**src/rtl/fetch_pkg.sv**
```systemverilog
`default_nettype none
// ============================================================================
// Module      : fetch_pkg
// Description : Shared types and constants for the instruction fetch front end.
//               Holds the datapath widths, the canonical NOP, the queue entry
//               type {pc, instr} and a PC alignment helper.
// Revision    : 1.0 - initial release
// ============================================================================
package fetch_pkg;

    localparam int XLEN = 32;
    localparam int ILEN = 32;

    // addi x0, x0, 0 - presented on out_instr whenever the queue head is empty
    localparam logic [ILEN-1:0] NOP_INSTR = 32'h0000_0013;

    typedef struct packed {
        logic [XLEN-1:0] pc;
        logic [ILEN-1:0] instr;
    } fetch_entry_t;

    // Clears the two low bits; masking keeps every input bit in the cone so
    // the discarded bits do not show up as unused logic.
    function automatic logic [XLEN-1:0] align_pc(input logic [XLEN-1:0] pc);
        return pc & ~XLEN'(3);
    endfunction

endpackage
`default_nettype wire

```
**src/rtl/instr_fetch_queue_if.sv**
```systemverilog
`default_nettype none
// ============================================================================
// Module      : instr_fetch_queue_if
// Description : Bus bundle of the fetch front end.
//               imem_req_*  : fetch request toward instruction memory
//               imem_rsp_*  : in-order instruction responses
//               redirect_*  : taken branch/jump from MEM
//               out_*       : queue head toward the IF/ID register
//               master = fetch unit side, slave = environment side.
// Revision    : 1.0 - initial release
// ============================================================================
interface instr_fetch_queue_if;
    import fetch_pkg::*;

    logic            imem_req_valid;
    logic            imem_req_ready;
    logic [XLEN-1:0] imem_req_addr;
    logic            imem_rsp_valid;
    logic [ILEN-1:0] imem_rsp_data;
    logic            redirect_valid;
    logic [XLEN-1:0] redirect_pc;
    logic            out_valid;
    logic            out_ready;
    logic [ILEN-1:0] out_instr;
    logic [XLEN-1:0] out_pc;

    modport master (
        output imem_req_valid, imem_req_addr,
        input  imem_req_ready,
        input  imem_rsp_valid, imem_rsp_data,
        input  redirect_valid, redirect_pc,
        output out_valid, out_instr, out_pc,
        input  out_ready
    );

    modport slave (
        input  imem_req_valid, imem_req_addr,
        output imem_req_ready,
        output imem_rsp_valid, imem_rsp_data,
        output redirect_valid, redirect_pc,
        input  out_valid, out_instr, out_pc,
        output out_ready
    );

endinterface
`default_nettype wire

```
**src/rtl/sync_fifo.sv**
```systemverilog
`default_nettype none
// ============================================================================
// Module      : sync_fifo
// Description : Single-clock FIFO with synchronous flush.
//               i_push/i_push_data : write side
//               i_pop/o_pop_data   : read side, o_pop_data is the current head
//               i_flush            : empties the FIFO, wins over push/pop
//               o_count/o_full/o_empty : occupancy
// Revision    : 1.0 - initial release
// ============================================================================
module sync_fifo #(
    parameter int WIDTH = 64,
    parameter int DEPTH = 4
) (
    input  logic                     clk,
    input  logic                     rst,
    input  logic                     i_flush,
    input  logic                     i_push,
    input  logic [WIDTH-1:0]         i_push_data,
    input  logic                     i_pop,
    output logic [WIDTH-1:0]         o_pop_data,
    output logic [$clog2(DEPTH):0]   o_count,
    output logic                     o_full,
    output logic                     o_empty
);

    localparam int c_addr_w = $clog2(DEPTH);
    localparam int c_cnt_w  = c_addr_w + 1;

    logic [WIDTH-1:0]    r_mem [DEPTH];
    logic [c_addr_w-1:0] r_wr_ptr;
    logic [c_addr_w-1:0] r_rd_ptr;
    logic [c_cnt_w-1:0]  r_count;

    // Storage needs no reset: r_count gates every read of it.
    always_ff @(posedge clk) begin
        if (i_push && !i_flush) begin
            r_mem[r_wr_ptr] <= i_push_data;
        end
    end

    always_ff @(posedge clk) begin
        if (rst || i_flush) begin
            r_wr_ptr <= '0;
            r_rd_ptr <= '0;
            r_count  <= '0;
        end else begin
            if (i_push) begin
                r_wr_ptr <= r_wr_ptr + c_addr_w'(1);
            end
            if (i_pop) begin
                r_rd_ptr <= r_rd_ptr + c_addr_w'(1);
            end
            r_count <= r_count + c_cnt_w'(i_push) - c_cnt_w'(i_pop);
        end
    end

    assign o_pop_data = r_mem[r_rd_ptr];
    assign o_count    = r_count;
    assign o_full     = (r_count == c_cnt_w'(DEPTH));
    assign o_empty    = (r_count == '0);

    a_no_overflow : assert property (@(posedge clk) disable iff (rst || i_flush)
        !(i_push && !i_pop && o_full));
    a_no_underflow : assert property (@(posedge clk) disable iff (rst || i_flush)
        !(i_pop && o_empty));

endmodule
`default_nettype wire

```
**src/rtl/instr_fetch_queue.sv**
```systemverilog
`default_nettype none
// ============================================================================
// Module      : instr_fetch_queue
// Description : RV32 fetch front end. Generates the fetch PC, issues in-order
//               requests to instruction memory under a credit limit of DEPTH
//               (queued + in flight), buffers responses with their PCs, and
//               drains them into IF/ID with a valid/ready handshake. A redirect
//               flushes the queue and marks every in-flight response stale.
//               clk, rst : clock, synchronous active-high reset
//               bus      : instr_fetch_queue_if.master (imem req/rsp, redirect,
//                          IF/ID output)
// Revision    : 1.0 - initial release
// ============================================================================
module instr_fetch_queue
    import fetch_pkg::*;
#(
    parameter logic [XLEN-1:0] RESET_PC = 32'h0000_0000,
    parameter int              DEPTH    = 4
) (
    input  logic                clk,
    input  logic                rst,
    instr_fetch_queue_if.master bus
);

    localparam int                 c_cnt_w        = $clog2(DEPTH) + 1;
    localparam logic [c_cnt_w:0]   c_credit_limit = (c_cnt_w + 1)'(DEPTH);

    logic [XLEN-1:0]    r_fetch_pc;
    logic [XLEN-1:0]    r_rsp_pc;
    logic [c_cnt_w-1:0] r_outstanding;
    logic [c_cnt_w-1:0] r_drop;

    logic [c_cnt_w-1:0] w_count;
    logic               w_fifo_full;
    logic               w_fifo_empty;
    logic [$bits(fetch_entry_t)-1:0] w_pop_data;
    fetch_entry_t       w_head;
    fetch_entry_t       w_push_entry;
    logic [c_cnt_w:0]   w_credit_used;
    logic               w_req_fire;
    logic               w_rsp_stale;
    logic               w_push;
    logic               w_pop;
    logic [c_cnt_w-1:0] w_rsp_dec;

    // Every slot the queue might need is reserved at request time, so a
    // response can always be accepted without back-pressuring memory.
    assign w_credit_used = {1'b0, w_count} + {1'b0, r_outstanding};

    assign bus.imem_req_valid = !bus.redirect_valid && (w_credit_used < c_credit_limit);
    assign bus.imem_req_addr  = r_fetch_pc;
    assign w_req_fire         = bus.imem_req_valid && bus.imem_req_ready;

    assign w_rsp_stale = (r_drop != '0);
    assign w_rsp_dec   = c_cnt_w'(bus.imem_rsp_valid);
    assign w_push      = bus.imem_rsp_valid && !w_rsp_stale && !bus.redirect_valid;

    // Gated by rst so the head is hidden during the reset cycle itself.
    assign bus.out_valid = !rst && !w_fifo_empty && !bus.redirect_valid;
    assign w_pop         = bus.out_valid && bus.out_ready;

    assign w_push_entry = '{pc: r_rsp_pc, instr: bus.imem_rsp_data};
    assign w_head       = fetch_entry_t'(w_pop_data);
    assign bus.out_pc    = w_head.pc;
    assign bus.out_instr = bus.out_valid ? w_head.instr : NOP_INSTR;

    always_ff @(posedge clk) begin
        if (rst) begin
            r_fetch_pc    <= RESET_PC;
            r_rsp_pc      <= RESET_PC;
            r_outstanding <= '0;
            r_drop        <= '0;
        end else if (bus.redirect_valid) begin
            r_fetch_pc    <= align_pc(bus.redirect_pc);
            r_rsp_pc      <= align_pc(bus.redirect_pc);
            // Whatever is still in flight after this cycle belongs to the old path.
            r_outstanding <= r_outstanding - w_rsp_dec;
            r_drop        <= r_outstanding - w_rsp_dec;
        end else begin
            if (w_req_fire) begin
                r_fetch_pc <= r_fetch_pc + XLEN'(4);
            end
            if (w_push) begin
                r_rsp_pc <= r_rsp_pc + XLEN'(4);
            end
            if (bus.imem_rsp_valid && w_rsp_stale) begin
                r_drop <= r_drop - c_cnt_w'(1);
            end
            r_outstanding <= r_outstanding + c_cnt_w'(w_req_fire) - w_rsp_dec;
        end
    end

    sync_fifo #(
        .WIDTH ($bits(fetch_entry_t)),
        .DEPTH (DEPTH)
    ) u_fifo (
        .clk         (clk),
        .rst         (rst),
        .i_flush     (bus.redirect_valid),
        .i_push      (w_push),
        .i_push_data (w_push_entry),
        .i_pop       (w_pop),
        .o_pop_data  (w_pop_data),
        .o_count     (w_count),
        .o_full      (w_fifo_full),
        .o_empty     (w_fifo_empty)
    );

    a_push_has_room : assert property (@(posedge clk) disable iff (rst)
        !(w_push && w_fifo_full && !w_pop));

endmodule
`default_nettype wire

```
**src/flat_wrapper.sv**
```systemverilog
// flat-port wrapper written by rule: the top's interface ports become plain ports
module instr_fetch_queue_flat import fetch_pkg::*;
#(
    parameter logic [XLEN-1:0] RESET_PC = 32'h0000_0000,
    parameter int              DEPTH    = 4
)
  (clk, rst, bus_imem_req_valid, bus_imem_req_addr, bus_imem_req_ready, bus_imem_rsp_valid, bus_imem_rsp_data, bus_redirect_valid, bus_redirect_pc, bus_out_valid, bus_out_instr, bus_out_pc, bus_out_ready);
  instr_fetch_queue_if bus_i ();
  input  logic clk;
  input  logic rst;
  output wire logic [$bits(bus_i.imem_req_valid)-1:0] bus_imem_req_valid;
  output wire logic [$bits(bus_i.imem_req_addr)-1:0] bus_imem_req_addr;
  input wire logic [$bits(bus_i.imem_req_ready)-1:0] bus_imem_req_ready;
  input wire logic [$bits(bus_i.imem_rsp_valid)-1:0] bus_imem_rsp_valid;
  input wire logic [$bits(bus_i.imem_rsp_data)-1:0] bus_imem_rsp_data;
  input wire logic [$bits(bus_i.redirect_valid)-1:0] bus_redirect_valid;
  input wire logic [$bits(bus_i.redirect_pc)-1:0] bus_redirect_pc;
  output wire logic [$bits(bus_i.out_valid)-1:0] bus_out_valid;
  output wire logic [$bits(bus_i.out_instr)-1:0] bus_out_instr;
  output wire logic [$bits(bus_i.out_pc)-1:0] bus_out_pc;
  input wire logic [$bits(bus_i.out_ready)-1:0] bus_out_ready;
  assign bus_imem_req_valid = bus_i.imem_req_valid;
  assign bus_imem_req_addr = bus_i.imem_req_addr;
  assign bus_i.imem_req_ready = bus_imem_req_ready;
  assign bus_i.imem_rsp_valid = bus_imem_rsp_valid;
  assign bus_i.imem_rsp_data = bus_imem_rsp_data;
  assign bus_i.redirect_valid = bus_redirect_valid;
  assign bus_i.redirect_pc = bus_redirect_pc;
  assign bus_out_valid = bus_i.out_valid;
  assign bus_out_instr = bus_i.out_instr;
  assign bus_out_pc = bus_i.out_pc;
  assign bus_i.out_ready = bus_out_ready;
  instr_fetch_queue #(.RESET_PC(RESET_PC), .DEPTH(DEPTH)) u_core (.clk(clk), .rst(rst), .bus(bus_i));
endmodule
```
**config.mk**
```make
export PLATFORM = sky130hd
export DESIGN_NAME = instr_fetch_queue_flat
export DESIGN_NICKNAME = d
export VERILOG_FILES = /design/src/rtl/fetch_pkg.sv /design/src/rtl/instr_fetch_queue_if.sv /design/src/rtl/sync_fifo.sv /design/src/rtl/instr_fetch_queue.sv /design/src/flat_wrapper.sv
export SDC_FILE = /design/constraint.sdc
export NUM_CORES = 1
export LEC_CHECK = 0
export CAP_MARGIN = 10
export CORE_MARGIN = 1
export CORE_UTILIZATION = 56
export CTS_CLUSTER_DIAMETER = 40
export CTS_CLUSTER_SIZE = 8
export DETAILED_ROUTE_END_ITERATION = 10
export PLACE_DENSITY = 0.8
export SLEW_MARGIN = 20
export SYNTH_ARGS = -nofsm -noshare
export SYNTH_HDL_FRONTEND = slang
export SYNTH_SLANG_ARGS = --single-unit
```
**constraint.sdc**
```tcl
create_clock -name clk -period 3.75 [get_ports clk]
set_clock_uncertainty 0.2 [all_clocks]
set_input_delay 0.5625 -clock clk [delete_from_list [all_inputs] [get_ports clk]]
set_output_delay 0.5625 -clock clk [all_outputs]
set_load 0.1 [all_outputs]
```
== Word-level counts from Yosys, hierarchy flattened ==
Memory sizes are Yosys's and may differ from the RTL's. A register that Yosys moved wholly into a read port is not among the register bits.
Index checks and enable logic that the tools add are counted.
Storage, ports and cells
  output and inout bits: 98
  logic and storage cells: 54
  RAM bits: 256
  memories kept: 1
  register bits: 77
Operators by class
  reduce and logical (&&, ||, !) cells: 20
  $add $sub $neg: 11
  order comparisons: 1
  multiplexer cells: 12
Memories
  u_core.u_fifo.r_mem: words 4, width 64, read ports 1, clocked after Yosys merged registers in 1, wr ports 1, line sync_fifo.sv:30  | logic [WIDTH-1:0] r_mem [DEPTH];
Operators by type and width (count)
  2-to-1 mux 32 bit: 5
  adder 32 x 3 -> 32 bit (second input constant): 2
  logical AND 1 bit: 9
  2-to-1 mux 3 bit: 3
  subtractor 3 x 1 -> 3 bit: 3
  adder 3 x 1 -> 3 bit: 2
  nonzero test 2 bit: 3
  adder 2 x 1 -> 2 bit (second input constant): 2
  adder 3 x 3 -> 4 bit: 1
  logical NOT 1 bit: 4
  less-than comparator 4 x 3 -> 1 bit (second input constant): 1
  2-to-1 mux 2 bit: 2
  logical NOT 3 bit: 1
  nonzero test 3 bit: 1
  subtractor 3 x 1 -> 3 bit (second input constant): 1
  2-to-1 mux 1 bit: 2
  OR reduction 2 bit: 1
  logical OR 1 bit: 1

== Logic depth before layout (Yosys ltp) ==
Gate-level depths: netlist of the first run.
  word-level depth: 7
  mapped depth: 11
  depth with buffers taken out: 10

== Modules after synthesis ==
From an unflattened synthesis of the first run, not the netlist that was laid out.
Unflattened totals
  cells, all modules: 887
  area, all modules: 13784.5 µm²
By module, submodules not included
  sync_fifo: cells an instance 381, area each 9768.1 µm², times used 1
  instr_fetch_queue: cells an instance 506, area each 4016.4 µm², times used 1

== Least setup slack after synthesis of the first run ==
OpenSTA, ideal clock, no wires.
  path kind: input to output
  start point: in bus_redirect_valid
  end point: out bus_imem_req_valid
  path slack: -0.244 ns
  data arrival time: 3.232 ns
  cell stages on the path: 4
  cells stage by stage: clkbuf_1 -> clkbuf_1 -> clkbuf_1 -> nor3_1
Between the ends
  word-level cells in the longest chain between the ends: 2
RTL lines
  from (decl): line flat_wrapper.sv:16  | input wire logic [$bits(bus_i.redirect_valid)-1:0] bus_redirect_valid;
  logical NOT 1 bit: line instr_fetch_queue.sv:50  | assign bus.imem_req_valid = !bus.redirect_valid && (w_credit_used < c_credit_limit);
  logical AND 1 bit: line instr_fetch_queue.sv:50
  to (decl): line flat_wrapper.sv:11  | output wire logic [$bits(bus_i.imem_req_valid)-1:0] bus_imem_req_valid;
No other way between the ends.

==> results list, run 1 <==
- Core box area: 23700 um2
- Of all cell types, the one taking the most synthesized area is edfxtp_1.
* Part of the power in registers: 45.8%
* Cell with the most instances on the worst path: buf_12
- Counting the fill cells in the layout gives around 1500.
- A synthesized cell averages 15.0 um2.
* Detailed-route DRC error count: 0
- After synthesis, the cell types taking the most area are edfxtp_1 54%, dfxtp_1 11%, mux4_2 10%.
- Clock network fraction of total power: 43.4%
- The synthesized design contains 248 enable-type register cells.
- The final number of max-transition violations was 0.
- The pre-antenna-repair detailed-routing pass consisted of 7 iterations.
- The internal portion of the total power is 6740 uW.
- The tree built by TritonCTS fans out to between 300 and 400 sinks.
- Entering global routing, the biggest net connects 67 pins.
- Vias in the first global route: 8530
- Maximum buffer depth of the clock tree: 3
- Initial DRC Count: 801
- Number of buffers and inverters on the critical path: 2
* CTS tree: built
- Layout cell share with drive strength beyond 1: 20.2%
* Met2 wire length: 15000 um
* Average wire length per cell after detail routing: 21.1 um
- Total of warnings raised by yosys: 0
* Final ANT Viol Nets: 0
- Critical Path Fanout Max: 23
- The number of different library cells used by synthesis comes to 58.
- Port buffering added 161 buffers.
- Synthesis produced a netlist whose cell count is 912.
* Max capacitance violation total: 0
- DR vias: approximately 8800
* Highest metal layer with signal wires: met5
* Worst slew pin tran: ~1.1 ns
* Unrepaired setup endpoints after global routing: no
* Gates resized, CTS repair: 0
* CP Class: reg2out
- Ports placed on the boundary: between 150 and 200
- Synth Flop Type: edfxtp_1
* Met3 wire length: 2220 um
- At the end of routability-driven placement, the weighted congestion stood at 0.843.
- For this run, the slowest stage of the critical path takes 0.66 ns.
- For this run, the total global-route usage over all layers was measured as 25.2%.
- After clock tree synthesis, the flow added hold-fix buffers numbering 0.
- Total negative setup slack: 0 ns
- The most common cell in the synthesized netlist is edfxtp_1.
- Arrival time worst endpoint: 2.45 ns
- Final count of negative-setup-slack endpoints: 0
- In this run the clock root is driven by a clkbuf_16.
- Slowest library cell on the worst path: dfxtp_4
* Metal-1 WL: 12600 um
- Initial antenna violation count: 1
- Total cell area at the placement stage: ~16000 um2
- For this run, the top clock speed supported by timing is 311 MHz.
- Net Switching: 2200 uW
- Global-route wire length before repair: 47200 um
- Number of antenna repair diodes: 0
- The die covers approximately 25000 um2.
- Worst relative slew slack: ~30%
- Initial standard-cell utilization of the core: between 50 and 60%
* Area used by multi-input combinational logic: 4410 um2
- Across the VDD grid, the largest voltage drop is 0.339 mV.
- Traced cell by cell, the critical path runs through buf_12 -> mux4_2 -> and3_1 -> buf_12.
- Period utilisation layout: 85.8%
- Relative to the synthesized area, the layout overhead comes to 26.9%.
- After synthesis, the most frequently instantiated cells are 248 x edfxtp_1, 75 x dfxtp_1, 62 x mux4_2.
* Final #Nets: 1175
- Summed over its instances, the top area cell type makes up 54.5% of the synthesized netlist area.
* Wire length after detailed routing: 30500 um
- Clock tree synthesis inserted a total of 47 buffers.
* Leak pwr: 0.00592 uW
- Measured along the x axis, the die boundary spans around 160 um.
- The clock reaches the later pin of the worst-skew pair after between 0.5 and 0.6 ns.
- Cell Area, Synth: 13700 um2
- Share of async-settable or async-resettable flops after synthesis: 0%
- Number of setup buffers added after CTS: 0
- Final hold violation count: 0
* Total area of sequential cells: approximately 9000 um2
* Number of synthesized register bits: 323
- Subtracting the final worst setup slack from the clock period gives 3.22 ns.
- Number of rows in the core area: 56
- Chip height: roughly 160 um
* DPL Wire Length: 19300 um
- Among cell families on the critical path, the largest total delay comes from flip-flops.
* Critical Path Sink Type: output port
- Crit start category: flop
- STA puts the critical path data required time at 2.99 ns.
* Hold Crit Class: reg2reg
* Portion of the post-synthesis area used by sequential elements: 65.5%
- Congestion Overflow GR: 0
* Final std cell area, no fill: approximately 17000 um2
- Power share of the combinational group: 10.8%
* H-tree level count: 2
- Number of vias per cell after detailed routing: 6.06
* P per Cell Area: 516 nW/um2
- After clock tree synthesis, the clock-pin slew on the worst setup and hold paths is around 0.050 ns.
- Switch share: between 20 and 25%
- The flow ran to the end, and the final reports show no timing, DRC or antenna violations.
==> flip-flops by register name (all words and copies together), names as in the netlist, named ones only <==
register,count
u_core.r_rsp_pc,30
u_core.u_fifo.r_mem,248
u_core.u_fifo.o_count,3
u_core.r_drop,3
u_core.bus.imem_req_addr,30
u_core.u_fifo.r_wr_ptr,2
u_core.u_fifo.r_rd_ptr,2
u_core.r_outstanding,3
==> kinds of logic (layout without fill, tap and decap cells) <==
| family | after synthesis | count (layout) | synth area share [%] |
|---|---|---|---|
| DFF | 323 | 323 | 65.5 |
| and+or+nand+nor | 269 | 269 | 11.2 |
| AOI/OAI and AO/OA | 139 | 139 | 7.60 |
| buffers and inverters | 79 | 290 | 2.40 |
| muxes | 64 | 64 | 10.4 |
| xor gates and xnor gates | 19 | 19 | 1.22 |
| adders and majority gates | 18 | 18 | 1.76 |
| other | 1 | 4 | 0.0274 |
==> final timing paths <==
| path | startpoint | endpoint | slack, ns | cells past startpoint |
|---|---|---|---|---|
| max | flop | bus_out_instr[6] | 0.53 | 4 |
| min | u_core.u_fifo.r_wr_ptr[1]$_SDFFE_PP0N_ | u_core.u_fifo.r_wr_ptr[1]$_SDFFE_PP0N_ | 0.31 | 2 |
| max reg2reg | u_core.u_fifo.o_count[2]$_SDFF_PP0_ | u_core.bus.imem_req_addr[23]$_SDFFE_PP0P_ | 0.98 | 6 |
| min reg2reg | u_core.u_fifo.r_wr_ptr[1]$_SDFFE_PP0N_ | u_core.u_fifo.r_wr_ptr[1]$_SDFFE_PP0N_ | 0.31 | 2 |
==> worst min-delay path, delay by kind of cell, from the launching register on <==
family | cells | cell delay [ns]
AND/OR/NAND/NOR | 1 | 0.06
flip-flops | 1 | 0.34
AO/OA/AOI/OAI | 1 | 0.06
==> cells in the final DEF (no fill, tap or decap), types with 5 or more instances in the layout <==
cell type | Yosys | layout
a211oi_1 | 14 | 14
nor2b_1 | 6 | 6
and3_1 | 51 | 47
nand2_1 | 46 | 46
nor3_1 | 24 | 23
o21a_1 | 23 | 23
a311oi_1 | 7 | 7
edfxtp_1 | 248 | 248
clkbuf_8 | 0 | 5
nand4_1 | 23 | 23
buf_4 | 5 | 48
clkbuf_1 | 41 | 33
clkbuf_16 | 0 | 47
o31ai_1 | 8 | 8
ha_1 | 16 | 16
clkdlybuf4s50_1 | 0 | 94
nor2_1 | 34 | 33
dfxtp_1 | 75 | 73
inv_1 | 19 | 18
buf_12 | 0 | 40
xor2_1 | 8 | 8
or4_1 | 6 | 6
and4_1 | 6 | 6
and2_1 | 7 | 7
o31a_1 | 20 | 20
o21ai_0 | 16 | 16
nor4_1 | 17 | 17
xnor2_1 | 11 | 11
mux4_2 | 62 | 62
nand3_1 | 20 | 20
a21boi_0 | 11 | 11
a21oi_1 | 12 | 12
a31oi_1 | 7 | 7
==> layout make-up <==
| cell class | count | share of cell area [%] |
|---|---|---|
| Tap cell | 319 | 2.30 |
| Sequential cell | 323 | 51.6 |
| Inverter | 19 | 0.411 |
| Clock inverter | 3 | 0.152 |
| Multi-Input combinational cell | 513 | 25.5 |
| Timing Repair Buffer | 183 | 12.2 |
| Clock buffer | 85 | 7.89 |
==> power groups by stage <==
stage / Sequential (uW) / Clock [uW] / Combinational [uW]
global route: 4110 / 4080 / 1030
detailed placement: 4160 / 0 / 969
CTS: 4090 / 3930 / 975
floorplan: 4290 / 0 / 528
finish: 4100 / 3880 / 970
global placement: 4150 / 0 / 953
==> through the flow <==
stage	hold WS (ns)	std cells	total power, uW	worst slack (ns)	utilization (%)
global placement	0.287	1357	5100	0.606	67.3
finish	0.305	1445	8940	0.534	73.2
global route	0.331	1445	9220	0.406	73.2
CTS	0.303	1445	9000	0.471	73.2
floorplan	0.258	915	4820	0.268	-
detailed placement	0.296	1357	5130	0.583	67.3
==> metal layers <==
layer / vias to the layer above / GRT usage (%)
met5: - / 0
met4: 2 / 8.06
met3: 56 / 4.63
met2: 395 / 41.4
met1: 4318 / 34.2
li1: 3987 / -
Note: power is estimated with default switching activity, not from simulation.
==> inputs of run 2 (changes only) <==
- CTS_CLUSTER_DIAMETER: 40 -> default
==> results list, run 2 (synthesis results as in run 1) <==
- The run finished with clean final reports.
- H-tree level count: 2 (unchanged)
- Number of rows in the core area: 56 (unchanged)
- Unrepaired setup endpoints after global routing: no
* Largest delay share family, worst path: flip-flops
* Hold Crit Class: reg2reg
* Core box area: 23700 um2 (unchanged)
* Final hold violation count: 0 (unchanged)
- Total CTS buffers: 46 (-2.1%)
- Maximum buffer depth of the clock tree: 3 (unchanged)
- The number of antenna-violating nets in the routed design came to 0 (unchanged).
- Commonest non-fill, non-tap cells in the layout: 248 x edfxtp_1, 94 x clkdlybuf4s50_1, 73 x dfxtp_1
* Leak pwr: 0.00590 uW (-0.33%)
- The transition time at the pin with the least slew margin is 1.06 ns (+0.00653 ns).
- Clock transition at the register clock pins on the worst setup and hold paths after CTS: 0.05 ns (about the same)
- The global-route usage over all layers came to 25.7% (+0.53 points).
- Worst path max stage delay: 0.66 ns (about the same)
- Router iterations before antenna repair: 5 (-2)
- Final Wtd Congestion: 0.843 (unchanged)
- The average wire per cell in the routed design is 21.6 um (+2.1%).
- Max rail drop VDD: 0.340 mV (+0.26%)
- Clock tree synthesis selected as its root buffer the cell clkbuf_16.
* Global-route wire length before repair: 48000 um (+1.7%)
- TritonCTS built the clock tree.
- The minimum clock period was 3.21 ns (-0.0104 ns).
* Crit start category: flop
- More flip-flops sit in one register than any other, and that register is u_core.u_fifo.r_mem.
- Ports placed on the boundary: 168 (unchanged)
- Gates resized, CTS repair: 0 (unchanged)
* Layout cell share with drive strength beyond 1: 19.9% (-0.37 points)
- Final count of negative-setup-slack endpoints: 0 (unchanged)
- The area used by multi-input combinational logic was 4410 um2 (unchanged).
- The share of the cycle needed by the critical path after routing was 85.5% (-0.28 points).
- The relative slew slack was 29.3% (-0.44 points).
- Filler cells: 1503 (+1.3%)
- Critical Path Sink Type: output port
* Slowest library cell on the worst path: dfxtp_4
- The highest fanout seen on the critical path was 23 (unchanged).
- The post-detailed-routing wire length was 31100 um (+1.9%).
* Max Clk Rate: 312 MHz (+0.32%)
- Chip height: 158 um (unchanged)
- Traced cell by cell, the critical path runs through buf_12 -> mux4_2 -> and3_1 -> buf_12.
* Max capacitance violation total: 0 (unchanged)
- The number of nets in the finished design is 1174 (-0.085%).
- The antenna diode instance count was 0 (unchanged).
- CP Class: reg2out
* Initial DRC Count: 831 (+3.7%)
- Counting stages on the worst path, the most repeated cell is buf_12.
- Largest net degree at the start of global routing: 67 (unchanged)
* Count of final max-slew check failures: 0 (unchanged)
- The critical path buffer and inverter count came to 2 (unchanged).
- The overall via count from detail_route is 8821 (+0.72%).
* Total cell area at the placement stage: 15900 um2 (unchanged)
* Total area of sequential cells: 8950 um2 (unchanged)
- Number of vias per cell after detailed routing: 6.12 (+1.0%)
* Width of the chip: 158 um (unchanged)
* Total die area: 25000 um2 (unchanged)
- The cell area power density came to 513 nW/um2 (-0.47%).
* Area added between synthesis and finish: 26.6%
- Flip-flop count of the largest register after layout: 248 (unchanged)
- Initial standard-cell utilization of the core: 57.7% (unchanged)
- Worst-skew pair later-pin latency: 0.53 ns (about the same)
- Final std cell area, no fill: 17300 um2 (-0.20%)
- The worst path required time came to 2.99 ns (about the same).
* Number of setup buffers added after CTS: 0 (unchanged)
- The total of buffers placed on input and output ports is 161 (unchanged).
* Detailed-route DRC error count: 0 (unchanged)
- Arrival time worst endpoint: 2.44 ns (about the same)
* DPL Wire Length: 19300 um (unchanged)
* Clk sink count: 323 (unchanged)
- Initial antenna violation count: 1 (unchanged)
* Congestion Overflow GR: 0 (unchanged)
- Vias in the first global route: 8669 (+1.6%)
- Leading cell type in the layout, fill and taps excluded: edfxtp_1
- Total negative setup slack: 0 ns (unchanged)
- Hold Buf Count CTS: 0 (unchanged)
-- run 2: cell count changes in the layout (fill, tap and decap cells not counted) --
cell,delta
inv_4,+1
clkbuf_1,+1
clkbuf_8,-5
inv_6,-3
clkbuf_16,+2
-- run 2: final timing paths --
kind                                                                   to                                   start  slack [ns]  cells past startpoint
worst max-delay path                                     bus_out_instr[6]                                    flop        0.54                      4
worst max register to register  u_core.bus.imem_req_addr[23]$_SDFFE_PP0P_      u_core.r_outstanding[2]$_SDFF_PP0_        0.97                      6
worst min register to register     u_core.u_fifo.r_wr_ptr[1]$_SDFFE_PP0N_  u_core.u_fifo.r_wr_ptr[1]$_SDFFE_PP0N_        0.30                      2
worst min-delay path               u_core.u_fifo.r_wr_ptr[1]$_SDFFE_PP0N_  u_core.u_fifo.r_wr_ptr[1]$_SDFFE_PP0N_        0.30                      2
-- run 2: through the flow --
step / utilization [%] / cells / setup WS, ns / power, uW / hold slack, ns
6_report: 73.1 / 1441 / 0.544 / 8880 / 0.299
5_1_grt: 73.1 / 1441 / 0.405 / 9160 / 0.345
4_1_cts: 73.1 / 1441 / 0.484 / 8950 / 0.303
3_5_place_dp: 67.3 / 1357 / 0.583 / 5130 / 0.296
3_3_place_gp: 67.3 / 1357 / 0.606 / 5100 / 0.287
2_1_floorplan: - / 915 / 0.268 / 4820 / 0.258
-- run 2: area by class of cell --
class                   instances  share of cell area (%)
repair buffers                183                    12.2
multi-input cells             513                    25.5
inverters                      19                   0.412
clock buffers                  83                    7.82
clock inverters                 1                  0.0362
well taps                     319                    2.31
flip-flops and latches        323                    51.7
-- run 2: tightest hold or removal path: cells and delay by family, from the launching register on --
kind / cells / cell delay [ns]
and+or+nand+nor: 1 / 0.06
DFF: 1 / 0.33
AOI/OAI and AO/OA: 1 / 0.05
-- run 2: metal layers --
metal | track usage, % | routed length [um] | vias up
met5 | 0 | 13 | -
li1 | - | - | 4001
met2 | 42.1 | 15100 | 389
met1 | 33.9 | 12700 | 4351
met3 | 5.31 | 2310 | 78
met4 | 9.84 | 1030 | 2
-- run 2: power breakdown --
group / internal [uW] / leakage [uW] / switching [uW]
sequential: 3980 / 0.00288 / 114
combinational: 318 / 0.00237 / 656
clock: 2410 / 0.000648 / 1410
total: 6710 / 0.00590 / 2180
==> inputs of run 3 (changes only) <==
- GPL_TIMING_DRIVEN: default -> 1
==> results of run 3 <==
Final layout, timing and power as in run 2 (identical DEF).
